$ cat config.mk
export PLATFORM = sky130hd
export DESIGN_NAME = spawn_bullets_flat
export DESIGN_NICKNAME = d
export VERILOG_FILES = /design/src/rtl/bullet_pkg.sv /design/src/rtl/spawn_bullets_if.sv /design/src/rtl/bullet_slot_ptr.sv /design/src/rtl/spawn_bullets.sv /design/src/flat_wrapper.sv
export SDC_FILE = /design/constraint.sdc
export NUM_CORES = 1
export LEC_CHECK = 0
export CORE_ASPECT_RATIO = 0.6
export CORE_UTILIZATION = 50
export CTS_BUF_LIST = sky130_fd_sc_hd__clkbuf_4
export CTS_CLUSTER_DIAMETER = 100
export CTS_CLUSTER_SIZE = 24
export DETAILED_ROUTE_END_ITERATION = 10
export PLACE_DENSITY = 0.79
export SLEW_MARGIN = 0
export SYNTH_ARGS = -nofsm -noshare
export SYNTH_HDL_FRONTEND = slang
export SYNTH_SLANG_ARGS = --single-unit
$ cat constraint.sdc
create_clock -name clk -period 2.7 [get_ports clk]
set_input_delay 0.675 -clock clk [delete_from_list [all_inputs] [get_ports clk]]
set_output_delay 0.675 -clock clk [all_outputs]
set_load 0.02 [all_outputs]
$ cat src/rtl/bullet_pkg.sv
// Bullet RAM layout, region constants, limits and spawn FSM states,
// shared between the spawner and the drawing engine.
package bullet_pkg;

  localparam logic [7:0] OFF_STATUS = 8'd0;
  localparam logic [7:0] OFF_MOVE   = 8'd1;
  localparam logic [7:0] OFF_X      = 8'd2;
  localparam logic [7:0] OFF_Y      = 8'd3;

  localparam logic [7:0] STATUS_ACTIVE = 8'h01;

  localparam int unsigned DEF_PLAYER_SLOTS = 48;
  localparam int unsigned DEF_ENEMY_SLOTS  = 16;
  localparam int unsigned DEF_X_MAX        = 159;
  localparam int unsigned DEF_Y_MAX        = 119;

  localparam logic [7:0] PLAYER_BASE = 8'd0;
  localparam logic [7:0] ENEMY_BASE  = 8'(4 * DEF_PLAYER_SLOTS);

  localparam int MOVE_PX = 3;
  localparam int MOVE_NX = 2;
  localparam int MOVE_PY = 1;
  localparam int MOVE_NY = 0;

  typedef enum logic [3:0] {
    IDLE, RD, WT, CK, WMOV, WX, WY, WACT, DONE
  } spawn_state_e;

  function automatic logic [7:0] region_base(
    input logic        enemy,
    input int unsigned pslots
  );
    return enemy ? 8'(4 * pslots) : PLAYER_BASE;
  endfunction

  function automatic logic [7:0] slot_addr(
    input logic [7:0] base,
    input logic [5:0] idx,
    input logic [7:0] off
  );
    return base + {idx, 2'b00} + off;
  endfunction

endpackage

$ cat src/rtl/spawn_bullets_if.sv
// Spawn request / completion handshake and bullet RAM bus.
// master = requester + RAM, slave = spawn_bullets.
interface spawn_bullets_if;

  logic       begin_spawn;
  logic       spawn_enemy;
  logic [7:0] spawn_x;
  logic [6:0] spawn_y;
  logic [3:0] spawn_move;
  logic [7:0] DataOut;

  logic [7:0] address;
  logic [7:0] WriteData;
  logic       RamWrite;
  logic       done;
  logic       fail;
  logic [5:0] slot;

  modport master (
    output begin_spawn, spawn_enemy, spawn_x, spawn_y,
    output spawn_move, DataOut,
    input  address, WriteData, RamWrite, done, fail, slot
  );

  modport slave (
    input  begin_spawn, spawn_enemy, spawn_x, spawn_y,
    input  spawn_move, DataOut,
    output address, WriteData, RamWrite, done, fail, slot
  );

endinterface

$ cat src/rtl/bullet_slot_ptr.sv
// Slot scan index, region base/limit select and per-region scan origin.
// SPAWN_ROTATE_EN: origin follows last allocation, search wraps once.
module bullet_slot_ptr
  import bullet_pkg::*;
#(
  parameter int unsigned PLAYER_SLOTS = DEF_PLAYER_SLOTS,
  parameter int unsigned ENEMY_SLOTS  = DEF_ENEMY_SLOTS
) (
  input  logic       clk,
  input  logic       rst,
  input  logic       load,
  input  logic       enemy_in,
  input  logic       adv,
  input  logic       commit,
  output logic [5:0] idx,
  output logic [5:0] nxt_idx,
  output logic [5:0] abs_slot,
  output logic [7:0] base,
  output logic [7:0] nxt_base,
  output logic       last
);

  localparam logic [6:0] P_N = 7'(PLAYER_SLOTS);
  localparam logic [6:0] E_N = 7'(ENEMY_SLOTS);

  logic       enemy_q, enemy_d;
  logic [5:0] idx_q, idx_d;
  logic [6:0] lim, inc;

`ifdef SPAWN_ROTATE_EN
  logic [5:0] cnt_q, cnt_d;
  logic [5:0] org_p_q, org_p_d;
  logic [5:0] org_e_q, org_e_d;
  logic [5:0] wrap;
`else
  logic unused_commit;
  assign unused_commit = commit;
`endif

  always_comb begin
    lim     = enemy_q ? E_N : P_N;
    inc     = {1'b0, idx_q} + 7'd1;
    enemy_d = load ? enemy_in : enemy_q;
    idx_d   = idx_q;
`ifdef SPAWN_ROTATE_EN
    wrap    = (inc == lim) ? 6'd0 : inc[5:0];
    cnt_d   = cnt_q;
    org_p_d = org_p_q;
    org_e_d = org_e_q;
    if (load) begin
      idx_d = enemy_in ? org_e_q : org_p_q;
      cnt_d = 6'd0;
    end else if (adv) begin
      idx_d = wrap;
      cnt_d = cnt_q + 6'd1;
    end
    if (commit) begin
      if (enemy_q) org_e_d = wrap;
      else         org_p_d = wrap;
    end
    // Count scanned slots, not index, so a wrapped search stops after one lap
    last = ({1'b0, cnt_q} + 7'd1) == lim;
`else
    if (load)     idx_d = 6'd0;
    else if (adv) idx_d = inc[5:0];
    last = (inc == lim);
`endif
  end

  assign idx      = idx_q;
  assign nxt_idx  = idx_d;
  assign base     = region_base(enemy_q, PLAYER_SLOTS);
  assign nxt_base = region_base(enemy_d, PLAYER_SLOTS);
  assign abs_slot = idx_q + (enemy_q ? P_N[5:0] : 6'd0);

  always_ff @(posedge clk or posedge rst) begin
    if (rst) begin
      enemy_q <= 1'b0;
      idx_q   <= 6'd0;
`ifdef SPAWN_ROTATE_EN
      cnt_q   <= 6'd0;
      org_p_q <= 6'd0;
      org_e_q <= 6'd0;
`endif
    end else begin
      enemy_q <= enemy_d;
      idx_q   <= idx_d;
`ifdef SPAWN_ROTATE_EN
      cnt_q   <= cnt_d;
      org_p_q <= org_p_d;
      org_e_q <= org_e_d;
`endif
    end
  end

endmodule

$ cat src/rtl/spawn_bullets.sv
// Finds a free bullet slot and initialises it, status byte written last.
// SPAWN_ROTATE_EN (in bullet_slot_ptr) enables rotating scan origin.
module spawn_bullets
  import bullet_pkg::*;
#(
  parameter int unsigned PLAYER_SLOTS = DEF_PLAYER_SLOTS,
  parameter int unsigned ENEMY_SLOTS  = DEF_ENEMY_SLOTS,
  parameter int unsigned X_MAX        = DEF_X_MAX,
  parameter int unsigned Y_MAX        = DEF_Y_MAX
) (
  input  logic           clk,
  input  logic           reset,
  spawn_bullets_if.slave bus
);

  spawn_state_e state_q, state_d;
  logic [7:0]   addr_q, addr_d;
  logic [7:0]   wdata_q, wdata_d;
  logic         we_q, we_d;
  logic         done_q, done_d;
  logic         fail_q, fail_d;
  logic [5:0]   slot_q, slot_d;
  logic [3:0]   move_q, move_d;
  logic [7:0]   x_q, x_d;
  logic [6:0]   y_q, y_d;

  logic       ptr_load, ptr_adv, ptr_commit, ptr_last;
  logic [5:0] idx, nxt_idx, abs_slot;
  logic [7:0] base, nxt_base;
  logic       bad_xy;
  logic       unused_rd;

  assign unused_rd = ^bus.DataOut[7:1];
  assign bad_xy = (bus.spawn_x > 8'(X_MAX)) ||
                  (bus.spawn_y > 7'(Y_MAX));

  bullet_slot_ptr #(
    .PLAYER_SLOTS (PLAYER_SLOTS),
    .ENEMY_SLOTS  (ENEMY_SLOTS)
  ) u_ptr (
    .clk      (clk),
    .rst      (reset),
    .load     (ptr_load),
    .enemy_in (bus.spawn_enemy),
    .adv      (ptr_adv),
    .commit   (ptr_commit),
    .idx      (idx),
    .nxt_idx  (nxt_idx),
    .abs_slot (abs_slot),
    .base     (base),
    .nxt_base (nxt_base),
    .last     (ptr_last)
  );

  always_comb begin
    state_d    = state_q;
    addr_d     = addr_q;
    wdata_d    = wdata_q;
    we_d       = 1'b0;
    done_d     = done_q;
    fail_d     = fail_q;
    slot_d     = slot_q;
    move_d     = move_q;
    x_d        = x_q;
    y_d        = y_q;
    ptr_load   = 1'b0;
    ptr_adv    = 1'b0;
    ptr_commit = 1'b0;
    unique case (state_q)
      IDLE: begin
        done_d = 1'b0;
        fail_d = 1'b0;
        if (bus.begin_spawn) begin
          move_d = bus.spawn_move;
          x_d    = bus.spawn_x;
          y_d    = bus.spawn_y;
          if (bad_xy) begin
            state_d = DONE;
            done_d  = 1'b1;
            fail_d  = 1'b1;
          end else begin
            ptr_load = 1'b1;
            state_d  = RD;
            addr_d   = slot_addr(nxt_base, nxt_idx, OFF_STATUS);
          end
        end
      end
      RD: state_d = WT;
      WT: state_d = CK;
      CK: begin
        if (bus.DataOut[0]) begin
          if (ptr_last) begin
            state_d = DONE;
            done_d  = 1'b1;
            fail_d  = 1'b1;
          end else begin
            ptr_adv = 1'b1;
            state_d = RD;
            addr_d  = slot_addr(nxt_base, nxt_idx, OFF_STATUS);
          end
        end else begin
          state_d = WMOV;
          addr_d  = slot_addr(base, idx, OFF_MOVE);
          wdata_d = {4'b0, move_q};
          we_d    = 1'b1;
        end
      end
      WMOV: begin
        state_d = WX;
        addr_d  = slot_addr(base, idx, OFF_X);
        wdata_d = x_q;
        we_d    = 1'b1;
      end
      WX: begin
        state_d = WY;
        addr_d  = slot_addr(base, idx, OFF_Y);
        wdata_d = {1'b0, y_q};
        we_d    = 1'b1;
      end
      // Status goes last so the drawer never sees a half-built bullet
      WY: begin
        state_d = WACT;
        addr_d  = slot_addr(base, idx, OFF_STATUS);
        wdata_d = STATUS_ACTIVE;
        we_d    = 1'b1;
      end
      WACT: begin
        state_d    = DONE;
        done_d     = 1'b1;
        fail_d     = 1'b0;
        slot_d     = abs_slot;
        ptr_commit = 1'b1;
      end
      DONE: begin
        if (!bus.begin_spawn) begin
          state_d = IDLE;
          done_d  = 1'b0;
        end
      end
      default: state_d = IDLE;
    endcase
  end

  always_ff @(posedge clk or posedge reset) begin
    if (reset) begin
      state_q <= IDLE;
      addr_q  <= 8'd0;
      wdata_q <= 8'd0;
      we_q    <= 1'b0;
      done_q  <= 1'b0;
      fail_q  <= 1'b0;
      slot_q  <= 6'd0;
      move_q  <= 4'd0;
      x_q     <= 8'd0;
      y_q     <= 7'd0;
    end else begin
      state_q <= state_d;
      addr_q  <= addr_d;
      wdata_q <= wdata_d;
      we_q    <= we_d;
      done_q  <= done_d;
      fail_q  <= fail_d;
      slot_q  <= slot_d;
      move_q  <= move_d;
      x_q     <= x_d;
      y_q     <= y_d;
    end
  end

  assign bus.address   = addr_q;
  assign bus.WriteData = wdata_q;
  assign bus.RamWrite  = we_q;
  assign bus.done      = done_q;
  assign bus.fail      = fail_q;
  assign bus.slot      = slot_q;

endmodule

$ cat src/flat_wrapper.sv
// flat-port wrapper written by rule: the top's interface ports become plain ports
module spawn_bullets_flat import bullet_pkg::*;
#(
  parameter int unsigned PLAYER_SLOTS = DEF_PLAYER_SLOTS,
  parameter int unsigned ENEMY_SLOTS  = DEF_ENEMY_SLOTS,
  parameter int unsigned X_MAX        = DEF_X_MAX,
  parameter int unsigned Y_MAX        = DEF_Y_MAX
)
  (clk, reset, bus_begin_spawn, bus_spawn_enemy, bus_spawn_x, bus_spawn_y, bus_spawn_move, bus_DataOut, bus_address, bus_WriteData, bus_RamWrite, bus_done, bus_fail, bus_slot);
  spawn_bullets_if bus_i ();
  input  logic clk;
  input  logic reset;
  input wire logic [$bits(bus_i.begin_spawn)-1:0] bus_begin_spawn;
  input wire logic [$bits(bus_i.spawn_enemy)-1:0] bus_spawn_enemy;
  input wire logic [$bits(bus_i.spawn_x)-1:0] bus_spawn_x;
  input wire logic [$bits(bus_i.spawn_y)-1:0] bus_spawn_y;
  input wire logic [$bits(bus_i.spawn_move)-1:0] bus_spawn_move;
  input wire logic [$bits(bus_i.DataOut)-1:0] bus_DataOut;
  output wire logic [$bits(bus_i.address)-1:0] bus_address;
  output wire logic [$bits(bus_i.WriteData)-1:0] bus_WriteData;
  output wire logic [$bits(bus_i.RamWrite)-1:0] bus_RamWrite;
  output wire logic [$bits(bus_i.done)-1:0] bus_done;
  output wire logic [$bits(bus_i.fail)-1:0] bus_fail;
  output wire logic [$bits(bus_i.slot)-1:0] bus_slot;
  assign bus_i.begin_spawn = bus_begin_spawn;
  assign bus_i.spawn_enemy = bus_spawn_enemy;
  assign bus_i.spawn_x = bus_spawn_x;
  assign bus_i.spawn_y = bus_spawn_y;
  assign bus_i.spawn_move = bus_spawn_move;
  assign bus_i.DataOut = bus_DataOut;
  assign bus_address = bus_i.address;
  assign bus_WriteData = bus_i.WriteData;
  assign bus_RamWrite = bus_i.RamWrite;
  assign bus_done = bus_i.done;
  assign bus_fail = bus_i.fail;
  assign bus_slot = bus_i.slot;
  spawn_bullets #(.PLAYER_SLOTS(PLAYER_SLOTS), .ENEMY_SLOTS(ENEMY_SLOTS), .X_MAX(X_MAX), .Y_MAX(Y_MAX)) u_core (.clk(clk), .reset(reset), .bus(bus_i));
endmodule
* Yosys cells after proc, flatten, opt, wreduce, memory -nomap -nowiden *
Cells that the tools add are included.

storage, ports and cells
  register bits after elaboration = 55
  input port bits = 31
  output and inout bits = 25
  word-level logic and storage cells = 85

cells by class
  add/subtract/negate cells = 7
  $lt $le $gt $ge = 2
  eq/ne operators = 16
  multiplexer cells = 35
  reductions and logical operators = 13

operator list
  operator               number
  $mux W8                7
  $pmux W8 S5            1
  $pmux W4 S9            1
  $pmux W8 S4            1
  $mux W6                4
  $mux W4                5
  $add A8 B2 Y8 const B  2
  $add A8 B8 Y8          2
  $eq A4 B3 Y1 const B   4
  $mux W1                13
  $ne A2 B2 Y1 const B   5
  $add A8 B1 Y8 const B  1
  $eq A4 B2 Y1 const B   2
  $gt A8 B8 Y1 const B   1
  $reduce_and A4 Y1      2
  $reduce_bool A4 Y1     2
  $add A6 B1 Y7 const B  1
  $eq A7 B7 Y1           1
  $gt A7 B7 Y1 const B   1
  $add A6 B6 Y6          1
  $reduce_and A2 Y1      3
  $reduce_bool A5 Y1     1
  $eq A4 B1 Y1 const B   1
  $eq A4 B4 Y1 const B   1
  10 further kinds       10

* Depth between registers and ports, before layout *
  word-level depth = 11
  depth in mapped cells = 10
  mapped depth without buffers = 9

* By module *
Synthesis repeated with hierarchy kept, for this count alone.

second synthesis, totals
  cells, all modules = 358
  area total of the unflattened synthesis = 3,611.0 µm²

by module, submodules not included
  module           instances  cells an instance  area each (µm²)  seq. area each (µm²)
  spawn_bullets    1          301                3,081.7          1,201.2
  bullet_slot_ptr  1          57                 529.3            175.2

* Worst setup path before layout *
No wires, ideal clock.

  kind = input -> register
  from = input bus_begin_spawn
  to = register u_core.addr_q[7] (netlist: u_core.bus.address[7])
  library setup time = 0.092 ns
  arrival = 2.268 ns
  required time = 2.608 ns
  path slack = 0.340 ns
  cell stages on the path = 8
  buffers on the path = 1
  path through = inv_1 nor4b_2 and3_1 buf_4 mux2_4 ha_1 xnor3_1 o31ai_2

between the ends
  longest elaborated chain between the ends = 8
  elaborated cells between the ends (all ways) = 13
  classes of those cells = 1 x add/sub; 1 x eq/ne; 10 x mux; 1 x reduce/logical

ends and longest elaborated chain
  item                        line                                      source
  start: declaration          flat_wrapper.sv:13                        input wire logic [$bits(bus_i.begin_spawn)-1:0] bus_begin_spawn;
  $mux W1 *                   spawn_bullets.sv:73                       if (bus.begin_spawn) begin
  $mux W1 *                   spawn_bullets.sv:69                       unique case (state_q)
  $mux W1 *                   bullet_slot_ptr.sv:43                     enemy_d = load ? enemy_in : enemy_q;
  net u_core.u_ptr.enemy_d    bullet_slot_ptr.sv:26                     logic enemy_q, enemy_d;
  $mux W8 *                   bullet_pkg.sv:33                          return enemy ? 8'(4 * pslots) : PLAYER_BASE;
  $add A8 B8 Y8 *             bullet_pkg.sv:41                          return base + {idx, 2'b00} + off;
  $mux W8 (on tied branches)  spawn_bullets.sv:92, spawn_bullets.sv:77
  $mux W8 (on tied branches)  spawn_bullets.sv:91, spawn_bullets.sv:73
  $pmux W8 S5 *               spawn_bullets.sv:69
  end signal: assignment      spawn_bullets.sv:158                      addr_q <= addr_d;
  end: declaration            spawn_bullets.sv:17                       logic [7:0] addr_q, addr_d;

Mark *: on every way through the listed nets, which the timed path passes. The rest lies on a longest branch. The select of a mux whose other input is x is not followed.
A chain may end at the register's enable or synchronous reset.

* Worst setup path after layout *
Ends and elaborated chain as after synthesis.

==> parameters.txt <==
Parameter                              Value

Synthesis
  Share of synthesized cell area in and, or, nand and nor gates ... 0.1080
  Cell Area, Synth ... 0.002536 sq mm
  Compound-Gate Fraction of Synth Area ... 0.08683
  Multiplexer area fraction after synthesis ... 0.1786
  Post-Syn Area per Cell ... 11.74 sq um
  Post-synthesis adder-cell area fraction ... 0.01480
  Yosys Warn Count ... 0
  Cell types with the largest area share after synthesis ... sky130_fd_sc_hd__dfrtp_1 (54%), sky130_fd_sc_hd__mux2_2 (13%), sky130_fd_sc_hd__mux2i_1 (3.9%)
  Dominant cell type by area after synthesis ... sky130_fd_sc_hd__dfrtp_1
  Synth Area in XOR/XNOR ... 0.03305
  Number of distinct library cells after synthesis ... 44
  Gate count after technology mapping ... 216
  Mapped Nets ... 250
  Top cell type's share of synthesized area ... 0.5427
  Number of register bits inferred by synthesis ... 55
  Dominant combinational cell family by area after synthesis ... multiplexers
  Portion of the post-synthesis area used by sequential elements ... 0.5427

CTS
  H-tree levels ... 2
  TritonCTS Buffers ... 5
  Source-to-sink clock delay at the later pin of the worst-skew pair ... 0.36 ns
  Clock tree from TritonCTS ... yes
  TritonCTS sink count ... 55
  Clock transition at path regs ... 0.14 ns
  Buffers from clock root to sink, at most ... 2
  Hold buffer count at CTS ... 0
  CTS Root Cell ... sky130_fd_sc_hd__clkbuf_4
  Setup repair bufs after CTS ... 0
  Post-cts gate resize count ... 0

Critical path
  Library cell contributing the largest single delay on the critical path ... sky130_fd_sc_hd__clkdlybuf4s50_1
  Kind of capture point of the worst setup path ... flop
  Series of cell instances along the critical path ... clkdlybuf4s50_1 > inv_1 > nor4b_4 > and3_1 > mux2_4 > ha_1 > xnor3_1 > o31ai_2
  Highest fanout seen on the critical path ... 3
  Data required time of the worst path ... just under 3 ns
  CP bufs+invs ... 2
  CP Class ... in2reg
  Dominant delay contributor by cell family on the critical path ... buffers and inverters
  Data arrival time at the worst-slack endpoint ... 2.88 ns
  CP Launch Type ... primary input
  Slowest cell delay on critical path ... 0.51 ns

Power and ir drop
  Clock Power Share ... 0.097
  Power density over the cells ... approximately 1100 mW/mm^2
  Pleak ... 1.427 nW
  Switching portion of total power ... 0.3812
  Part of the power in registers ... 0.424
  Total Power Consumption ... roughly 0.0034 W
  Switching pwr ... 0.001283 W
  Combinational cell fraction of total power ... 0.479
  Worst vdd rail ir drop ... approximately 0.00053 V
  Internal Pwr Total ... approximately 0.0021 W

Floorplan
  Die Y ... 57.17 um
  DIE AREA ... 0.005370 sq mm
  Core box area ... 0.004731 sq mm
  I/O pin cnt ... 56
  Count of standard-cell rows ... 19
  Initial core utilization ... 0.5361
  X dimension of the die ... 93.95 um

GRT
  Maximum number of pins on one net before global-route repair ... 56
  Global route total overflow ... 0
  Total track usage ... 0.2096
  Wire length of the first global-routing pass ... 8.362 mm
  Number of global-route vias before repair ... 1709
  Initial antenna violation count ... 0

STA
  Slew of the pin with the lowest slew margin ... between 0.5 and 0.6 ns
  Slew Limit Headroom ... 0.6387
  Setup repair after global routing missed its margin ... no
  Final period util ... 0.9679
  Skew final ... about 0.012 ns
  Maximum frequency from static timing analysis ... 382.7 MHz
  Hold Violations, Final ... 0
  Post-route setup slack ... 0.08678 ns
  Clock period minus final worst setup slack ... 2.613 ns
  Setup Viol. Count Final ... 0
  Number of max-slew violations in the final report ... 0

Run status
  Result of the run ... completed

Placement
  Count of input and output buffers ... 48
  HPWL after DPL ... 3.808 mm
  DP Area ... around 0.0031 sq mm
  Post-Place Setup Slack ... -0.2556 ns
  Routability cong. ... 0.8487

Detailed routing
  Vias per cell ... 5.332
  Average wire per cell in the routed design ... 15.31 um
  Number of iterations in the first detailed-routing pass ... 4
  Drt first-iter violations ... 108
  Drc violations ... 0
  Routed via count ... between 1500 and 2000
  Remaining antenna violation count ... 0
  Total length of routed wires ... a little over 5 mm

Layout
  Commonest non-fill, non-tap cell in the layout ... sky130_fd_sc_hd__dfrtp_1
  Design Area, Final ... between 0.003 and 0.004 sq mm
  Proportion of layout cells with a drive suffix above 1 ... 0.1940
  Fill cell instance count of the final layout ... 386
  FF/Latch Area ... 0.001376 sq mm
  Net total in the final layout ... 302
  Synth-to-layout area growth ... 24.82%
  Combined area of the multi-input logic cells ... 0.001077 sq mm
  Commonest cells after routing, fill and taps aside ... sky130_fd_sc_hd__dfrtp_1 (55), sky130_fd_sc_hd__clkdlybuf4s50_1 (48), sky130_fd_sc_hd__mux2_2 (30)
  Antenna cell count ... 0

Job
  Total of max-cap violations ... 0

Min path
  Hold Path Class ... reg2reg
synthesized netlist by cell type (all sizes together):
| cell | number |
|---|---|
| a221oi | 1 |
| o22ai | 2 |
| or2 | 1 |
| nor2 | 14 |
| a32o | 1 |
| clkbuf | 4 |
| a21o | 1 |
| mux2i | 10 |
| inv | 9 |
| xor2 | 3 |
| nand4b | 2 |
| xnor2 | 4 |
| a21oi | 6 |
| o32ai | 1 |
| o21a | 1 |
| dfrtp | 55 |
| o21ai | 17 |
| and3 | 2 |
| nor2b | 1 |
| nand2b | 3 |
| buf | 7 |
| or3 | 2 |
| mux2 | 31 |
| nor3 | 2 |
| nor4 | 1 |
| a41oi | 1 |
| ha | 3 |
| nand2 | 20 |
| nand4 | 1 |
| nor4b | 1 |
| a31oi | 1 |
| a22oi | 1 |
| o31ai | 1 |
| xnor3 | 1 |
| and2 | 1 |
| o2111ai | 1 |
| nand3 | 3 |
metrics by stage:
stage	hold WS [ns]	TNS [ns]	cells	utilization
final	0.4966	0	331	0.6691
after global routing	0.5124	0	331	0.6691
after CTS	0.5030	0	331	0.6691
after detailed placement	0.4708	-0.3484	324	0.6593
after global placement	0.4608	-0.3013	324	0.6593
after floorplan	0.4750	0	216	-
path summary, 6_finish.rpt:
path	endpoint	startpoint	slack, ns	depth (start not counted)
max in group asynchronous	u_core.bus.address[4]	reset	1.80	3
min in group asynchronous	u_core.x_q[0]	reset	0.65	3
worst max register to register	u_core.bus.address[7]	u_core.state_q[1]	0.36	7
worst min register to register	u_core.bus.slot[5]	u_core.bus.slot[5]	0.50	2
worst min-delay path	u_core.bus.slot[5]	u_core.bus.slot[5]	0.50	2
worst max-delay path	u_core.bus.address[7]	bus_begin_spawn	0.09	8
flip-flops by register name, indices dropped and copies added, names as in the netlist:
register,flops
u_core.u_ptr.enemy_q,1
u_core.bus.fail,1
u_core.move_q,4
u_core.bus.RamWrite,1
u_core.bus.address,8
u_core.u_ptr.idx,6
u_core.y_q,7
u_core.bus.done,1
u_core.bus.slot,6
u_core.state_q,4
u_core.x_q,8
u_core.bus.WriteData,8
logic make-up after synthesis:
group,count (synthesis)
mux,41
flops,55
buf+inv,20
simple gates,54
fa+ha+maj,3
xor+xnor,8
compound gates,35
power by group through the flow:
| stage | sequential [W] | combinational (W) | clock [W] |
|---|---|---|---|
| floorplan | 0.00151 | 0.000975 | 0 |
| global placement | 0.00142 | 0.00157 | 0 |
| detailed placement | 0.00145 | 0.00161 | 0 |
| CTS | 0.00143 | 0.00162 | 0.000337 |
| global route | 0.00148 | 0.00177 | 0.000371 |
| finish | 0.00143 | 0.00161 | 0.000327 |
layer usage:
| layer | vias up | GRT usage | routed length, um | share of wire |
|---|---|---|---|---|
| li1 | 850 | - | - | - |
| met3 | 4 | 0.05467 | 301 | 0.059 |
| met4 | 0 | 0.04176 | 34 | 0.0067 |
| met2 | 47 | 0.2993 | 2169 | 0.43 |
| met1 | 864 | 0.3239 | 2563 | 0.51 |
| met5 | - | 0 | 0 | 0 |
layout make-up:
class | instances | share of cell area
Sequential cell | 55 | 0.4348
Timing Repair Buffer | 56 | 0.1747
Inverter | 9 | 0.01067
Clock buffer | 5 | 0.01186
Multi-Input combinational cell | 141 | 0.3403
Tap cell | 63 | 0.02490
Clock inverter | 2 | 0.002767
worst reg2reg max path, cell delays in order (launching register included):
cell	delay [ns]
sky130_fd_sc_hd__dfrtp_1	0.54
sky130_fd_sc_hd__nor2_4	0.17
sky130_fd_sc_hd__nor4b_4	0.21
sky130_fd_sc_hd__and3_1	0.27
sky130_fd_sc_hd__mux2_4	0.34
sky130_fd_sc_hd__ha_1	0.19
sky130_fd_sc_hd__xnor3_1	0.36
sky130_fd_sc_hd__o31ai_2	0.18
Power figures use the tool's default switching activity.
